**config.mk**
```make
export PLATFORM = sky130hd
export DESIGN_NAME = wb_arbiter
export DESIGN_NICKNAME = d
export VERILOG_FILES = /design/src/rtl/wb_arbiter.sv
export SDC_FILE = /design/constraint.sdc
export NUM_CORES = 1
export LEC_CHECK = 0
export ABC_AREA = 1
export CAP_MARGIN = 25
export CORE_AREA = 2 2 125 127
export DETAILED_ROUTE_END_ITERATION = 10
export DIE_AREA = 0 0 127 129
export PLACE_DENSITY = 0.51
export REMOVE_ABC_BUFFERS = 1
export SKIP_LAST_GASP = 1
export SLEW_MARGIN = 25
export SYNTH_ARGS = -nofsm -noshare
export SYNTH_HDL_FRONTEND = slang
export SYNTH_SLANG_ARGS = --single-unit
```
**constraint.sdc**
```tcl
create_clock -name clk_i -period 1.9 [get_ports clk_i]
set_clock_uncertainty 0.1 [all_clocks]
set_input_delay 0.38 -clock clk_i [delete_from_list [all_inputs] [get_ports clk_i]]
set_output_delay 0.38 -clock clk_i [all_outputs]
set_load 0.02 [all_outputs]
```
**src/rtl/wb_arbiter.sv**
```systemverilog
// Two-master, one-slave Wishbone arbiter with round-robin ownership held for a full cyc period.
// Optional stall timeout is enabled by defining WB_ARB_TIMEOUT_EN.
module wb_arbiter #(
    parameter int unsigned WB_DATA_WIDTH  = 32,
    parameter int unsigned WB_ADDR_WIDTH  = 32,
    parameter int unsigned WB_SEL_WIDTH   = 4,
    parameter int unsigned TIMEOUT_CYCLES = 255
) (
    input  logic                     clk_i,
    input  logic                     rst_i,
    input  logic [WB_ADDR_WIDTH-1:0] m0_addr_i,
    input  logic [WB_DATA_WIDTH-1:0] m0_data_i,
    input  logic [WB_SEL_WIDTH-1:0]  m0_sel_i,
    input  logic                     m0_we_i,
    input  logic                     m0_stb_i,
    input  logic                     m0_cyc_i,
    output logic                     m0_ack_o,
    output logic [WB_DATA_WIDTH-1:0] m0_data_o,
    input  logic [WB_ADDR_WIDTH-1:0] m1_addr_i,
    input  logic [WB_DATA_WIDTH-1:0] m1_data_i,
    input  logic [WB_SEL_WIDTH-1:0]  m1_sel_i,
    input  logic                     m1_we_i,
    input  logic                     m1_stb_i,
    input  logic                     m1_cyc_i,
    output logic                     m1_ack_o,
    output logic [WB_DATA_WIDTH-1:0] m1_data_o,
    output logic [WB_ADDR_WIDTH-1:0] s_addr_o,
    output logic [WB_DATA_WIDTH-1:0] s_data_o,
    output logic [WB_SEL_WIDTH-1:0]  s_sel_o,
    output logic                     s_we_o,
    output logic                     s_stb_o,
    output logic                     s_cyc_o,
    input  logic                     s_ack_i,
    input  logic [WB_DATA_WIDTH-1:0] s_data_i,
    output logic [1:0]               grant_o,
    output logic                     timeout_o,
    input  logic                     timeout_clear_i
);

    typedef enum logic [1:0] {IDLE, OWN0, OWN1} state_t;

    state_t state_q, state_d;
    logic   last_q, last_d;
    logic   own0, own1;
    logic   stb_raw, cyc_raw;
    logic   tmo_fire;

    always_comb begin
        state_d = state_q;
        last_d  = last_q;
        unique case (state_q)
            IDLE: begin
                if (m0_cyc_i && m1_cyc_i) state_d = last_q ? OWN0 : OWN1;
                else if (m0_cyc_i)        state_d = OWN0;
                else if (m1_cyc_i)        state_d = OWN1;
            end
            OWN0: begin
                if (!m0_cyc_i) begin
                    last_d  = 1'b0;
                    state_d = m1_cyc_i ? OWN1 : IDLE;
                end
            end
            OWN1: begin
                if (!m1_cyc_i) begin
                    last_d  = 1'b1;
                    state_d = m0_cyc_i ? OWN0 : IDLE;
                end
            end
            default: state_d = IDLE;
        endcase
    end

    always_ff @(posedge clk_i) begin
        if (rst_i) begin
            state_q <= IDLE;
            last_q  <= 1'b1;
        end else begin
            state_q <= state_d;
            last_q  <= last_d;
        end
    end

    // Reset gates the bus combinationally so nothing leaks out during the reset cycle.
    assign own0    = (state_q == OWN0) && !rst_i;
    assign own1    = (state_q == OWN1) && !rst_i;
    assign grant_o = {state_q == OWN1, state_q == OWN0};

    always_comb begin
        s_addr_o = '0;
        s_data_o = '0;
        s_sel_o  = '0;
        s_we_o   = 1'b0;
        stb_raw  = 1'b0;
        cyc_raw  = 1'b0;
        if (own0) begin
            s_addr_o = m0_addr_i;
            s_data_o = m0_data_i;
            s_sel_o  = m0_sel_i;
            s_we_o   = m0_we_i;
            stb_raw  = m0_stb_i;
            cyc_raw  = m0_cyc_i;
        end else if (own1) begin
            s_addr_o = m1_addr_i;
            s_data_o = m1_data_i;
            s_sel_o  = m1_sel_i;
            s_we_o   = m1_we_i;
            stb_raw  = m1_stb_i;
            cyc_raw  = m1_cyc_i;
        end
    end

`ifdef WB_ARB_TIMEOUT_EN
    localparam logic [15:0] TMO_LIMIT = 16'(TIMEOUT_CYCLES);

    logic [15:0] cnt_q, cnt_d;
    logic        timeout_q, timeout_d;

    assign tmo_fire = (own0 || own1) && stb_raw && (cnt_q == TMO_LIMIT);

    always_comb begin
        cnt_d = cnt_q + 16'd1;
        if (state_d != state_q || !stb_raw || s_ack_i || tmo_fire) cnt_d = '0;
        timeout_d = timeout_q;
        if (timeout_clear_i) timeout_d = 1'b0;
        if (tmo_fire)        timeout_d = 1'b1;
    end

    always_ff @(posedge clk_i) begin
        if (rst_i) begin
            cnt_q     <= '0;
            timeout_q <= 1'b0;
        end else begin
            cnt_q     <= cnt_d;
            timeout_q <= timeout_d;
        end
    end

    assign timeout_o = timeout_q;
`else
    logic unused_clear;
    assign unused_clear = timeout_clear_i;
    assign tmo_fire     = 1'b0;
    assign timeout_o    = 1'b0;
`endif

    // A timeout fakes a zero-data ack to the owner while withdrawing the request from the slave.
    assign s_stb_o   = stb_raw && !tmo_fire;
    assign s_cyc_o   = cyc_raw && !tmo_fire;
    assign m0_ack_o  = own0 && (s_ack_i || tmo_fire);
    assign m1_ack_o  = own1 && (s_ack_i || tmo_fire);
    assign m0_data_o = (own0 && !tmo_fire) ? s_data_i : '0;
    assign m1_data_o = (own1 && !tmo_fire) ? s_data_i : '0;

endmodule

```
Yosys cells after proc, flatten, opt, wreduce, memory -nomap -nowiden
Index checks and enable logic that the tools add are counted.

Word-level logic and storage cells: 43. Flip-flop bits (word level): 3.

Reduce and logical (&&, ||, !) cells: 10. Eq/ne operators: 5. Muxes and demuxes: 26.

Operators with widths (count): $mux 32 (6); $mux 2 (7); $mux 1 (9); $mux 4 (2); $pmux 2 s3 (1); $reduce_and 3->1 (2); $logic_and 1x1->1 (5); $ne 2x2->1 const B (2); $ne 4x4->1 const B (1); $eq 2x1->1 const B (1); $eq 2x2->1 const B (1); $logic_not 2->1 (1); $pmux 1 s2 (1); $reduce_bool 2->1 (1); $logic_not 1->1 (1).

Logic depth before layout (Yosys ltp)
Depth in word-level cells: 4. Mapped depth: 7. Mapped depth without buffers: 6.

Worst setup path before layout
OpenSTA, ideal clock, no wires.

Kind: register to output. Start: register state_q[0]. End: output port s_addr_o[22]. Data required time: 1.420 ns. Data arrival time: 1.205 ns. Stages on the path, launching flop included: 7. Path buffers: 2. Slack: 0.215 ns. Path through: dfxtp_1 -> inv_2 -> nor2_2 -> buf_4 -> buf_2 -> nand3_1 -> nand2_1.

Elaborated cells on any way between the ends: 6. Those cells by class: eq/ne (2); mux (2); reduce/logical (2).

RTL lines: start: declaration (RTL line 42) `state_t state_q, state_d;`; start signal: assignment (RTL line 78) `state_q <= state_d;`; $eq 2x1->1; named net grant_o[0] (RTL line 35) `output logic [1:0] grant_o,`; $logic_and 1x1->1 (RTL line 84) `assign own0 = (state_q == OWN0) && !rst_i;`; $mux 32 (RTL line 95) `if (own0) begin`; end: declaration (RTL line 27) `output logic [WB_ADDR_WIDTH-1:0] s_addr_o,`.

The timed path passes the listed nets, and every way through them passes these cells.

Worst setup path after layout
Start: register state_q[1]. End: output port m1_data_o[26].

Word-level cells in the longest chain between the ends: 3.

Ends and longest elaborated chain: $eq 2x2->1 (RTL line 85) `assign own1 = (state_q == OWN1) && !rst_i;`; $logic_and 1x1->1 (RTL line 85); $mux 32 (RTL line 152) `assign m1_data_o = (own1 && !tmo_fire) ? s_data_i : '0;`; end: declaration (RTL line 26) `output logic [WB_DATA_WIDTH-1:0] m1_data_o,`.

No other way between the ends.

==> results.cfg <==
[global_routing]
grt_pass1_wl_um = 20300
grt_overflow = 0
antenna_found_initial = 0
grt_max_degree = 45
grt_usage = 0.159
grt_pass1_vias = 3724

[clock_tree]
cts.sinks = 3
cts_inserted_buffers = 3
clock_path_buffers = 2
clk_pin_slew_ns = 0.03
clk_latency_ns = 0.22
cts_hold_buf = 0
cts_tree = yes
clock_tree.root_cell = clkbuf_16
htreeDepth = 1

[worst_setup_path]
cp.required_ns = 1.42
critPathLaunchType = flop
critical_path_arrival_ns = 1.50
critical_path.max_fanout = 8
critical_path_class = flop to output pin
end_kind = output pin

[die]
initial_utilization = 0.114
die-area_mm2 = 0.0164
pin_count = 318
die_w_um = 127
row_count = 45
core_mm2 = 0.0150
die_h_um = 129

[synth]
yosys_warnings = 0
yosysTopAreaCellShare = 0.428
postSynthAreaPerCell_um2 = 4.48
seq_area_frac_synth = 0.0352
synth-seq-cells = 3
ys_types = 15
synth.largest_area_cell = nand3_1
synth_area_leaders = nand3_1 43%, nand2_1 17%, nor2_1 15%
syn-cell-area_mm2 = 0.00171
synthCells = 381

[detailed_routing]
vias = 4015
drc = 0
totalWireLength_um = 15600
post_drt_wl_per_cell_um = 17.2
first_pass_iters = 4
postRouteAntennaNets = 0
drt_iter0_drc = 166
viasPerCell = 4.43

[timing]
setup_tns_ns = -2.85
slew_violations = 0
timing.fmax_mhz = 506
fin_ws_ns = -0.0751
grt_setup_unrepaired = yes
hold_violations = 0
setup_viol = 89
fin_crit_ns = 1.98
period_share = 1.04

[layout]
num_antenna_cells = 0
area_delta_synth_final_pct = 278
filler_cell_count = 1533
stdcell_count = 907
drive_gt1_frac = 0.437
nets = 898
stdcell_area_mm2 = 0.00645
mostFrequentLayoutCells = 175 x clkdlybuf4s50_1, 112 x nand3_1, 90 x buf_6, 58 x buf_4, 52 x nand2_1
final_common_cell = clkdlybuf4s50_1

[worst_hold_path]
hold_path_class = flop to flop

[pwr]
p_leak_uw = 0.00298
cellPowerDensity_mw_per_mm2 = 372
ir_drop_v = 0.000281

[outcome]
status = finished, violations left
violations = setup timing

[place]
dpl.hpwl_um = 10000
port_buffers = 315
placed_area_mm2 = 0.00521
gp_congestion = 0.881
placed_cells = 871

[flow_run]
drv_cap = 0
## final timing paths
path / from / endpoint / slack, ns / cells past startpoint
max: state_q[1] / m1_data_o[26] / -0.08 / 8
min reg2reg: last_q / last_q / 0.40 / 2
max reg2reg: state_q[0] / last_q / 0.42 / 8
min: last_q / last_q / 0.40 / 2
## metal layers
metal / up-vias / track usage / share of wire
met1: 1830 / 0.187 / 0.37
met2: 252 / 0.303 / 0.53
met3: 22 / 0.0328 / 0.088
li1: 1911 / - / -
met5: - / 0 / 0
met4: 0 / 0.0259 / 0.016
## flip-flops by register name, summed over array words and instances (netlist names)
signal and flops:
last_q 1, state_q 2
## where the power goes
group | switching (µW) | internal [µW] | leakage [µW]
sequential | 10.8 | 72.1 | 0.0000260
combinational | 947 | 1040 | 0.00292
clock | 58.3 | 277 | 0.0000382
total | 1020 | 1390 | 0.00298
## cells in the mapped netlist
cell	instances
a21oi_1	4
buf_1	8
buf_2	13
buf_4	3
clkbuf_1	14
conb_1	1
dfxtp_1	3
inv_1	36
inv_2	3
nand2_1	78
nand3_1	146
nor2_1	69
nor2_2	1
nor2_4	1
o31ai_1	1
## cell families after synthesis
logic type,after synthesis,synth area share
other,1,0.00220
AOI/OAI and AO/OA,5,0.0161
and+or+nand+nor,295,0.761
buffers and inverters,77,0.185
DFF,3,0.0352
## critical path: stages, from the launching register on
cell and delay (ns):
dfxtp_4 0.37, inv_4 0.04, nor2_4 0.12, buf_12 0.14, buf_8 0.10, nand2_8 0.07
clkbuf_16 0.20, nor2_4 0.10, buf_6 0.12
## final cells by class
cell class	count	area, µm²	area share
repair buffers	371	3970	0.616
inverters	39	154	0.0239
flip-flops and latches	3	67.6	0.0105
well taps	188	235	0.0365
multi-input cells	301	1940	0.300
clock buffers	4	78.8	0.0122
repair inverters	1	7.51	0.00116
## stage by stage
stage	hold slack, ns	util	worst slack [ns]	power, µW
final	0.397	0.431	-0.0751	2400
after global routing	0.421	0.431	-0.143	2520
after CTS	0.396	0.375	-0.106	2190
after detailed placement	0.389	0.348	-0.720	1540
after global placement	0.350	0.348	-0.725	1530
after floorplan	0.336	-	-2.11	617
## timing repair
action                     in CTS  in global routing
setup endpoints to repair     139                139
pin swaps                      14                 35
cloned                         11                  9
setup buffers                  17                  1
resized for setup             726                220
Note: power is estimated with default switching activity, not from simulation.
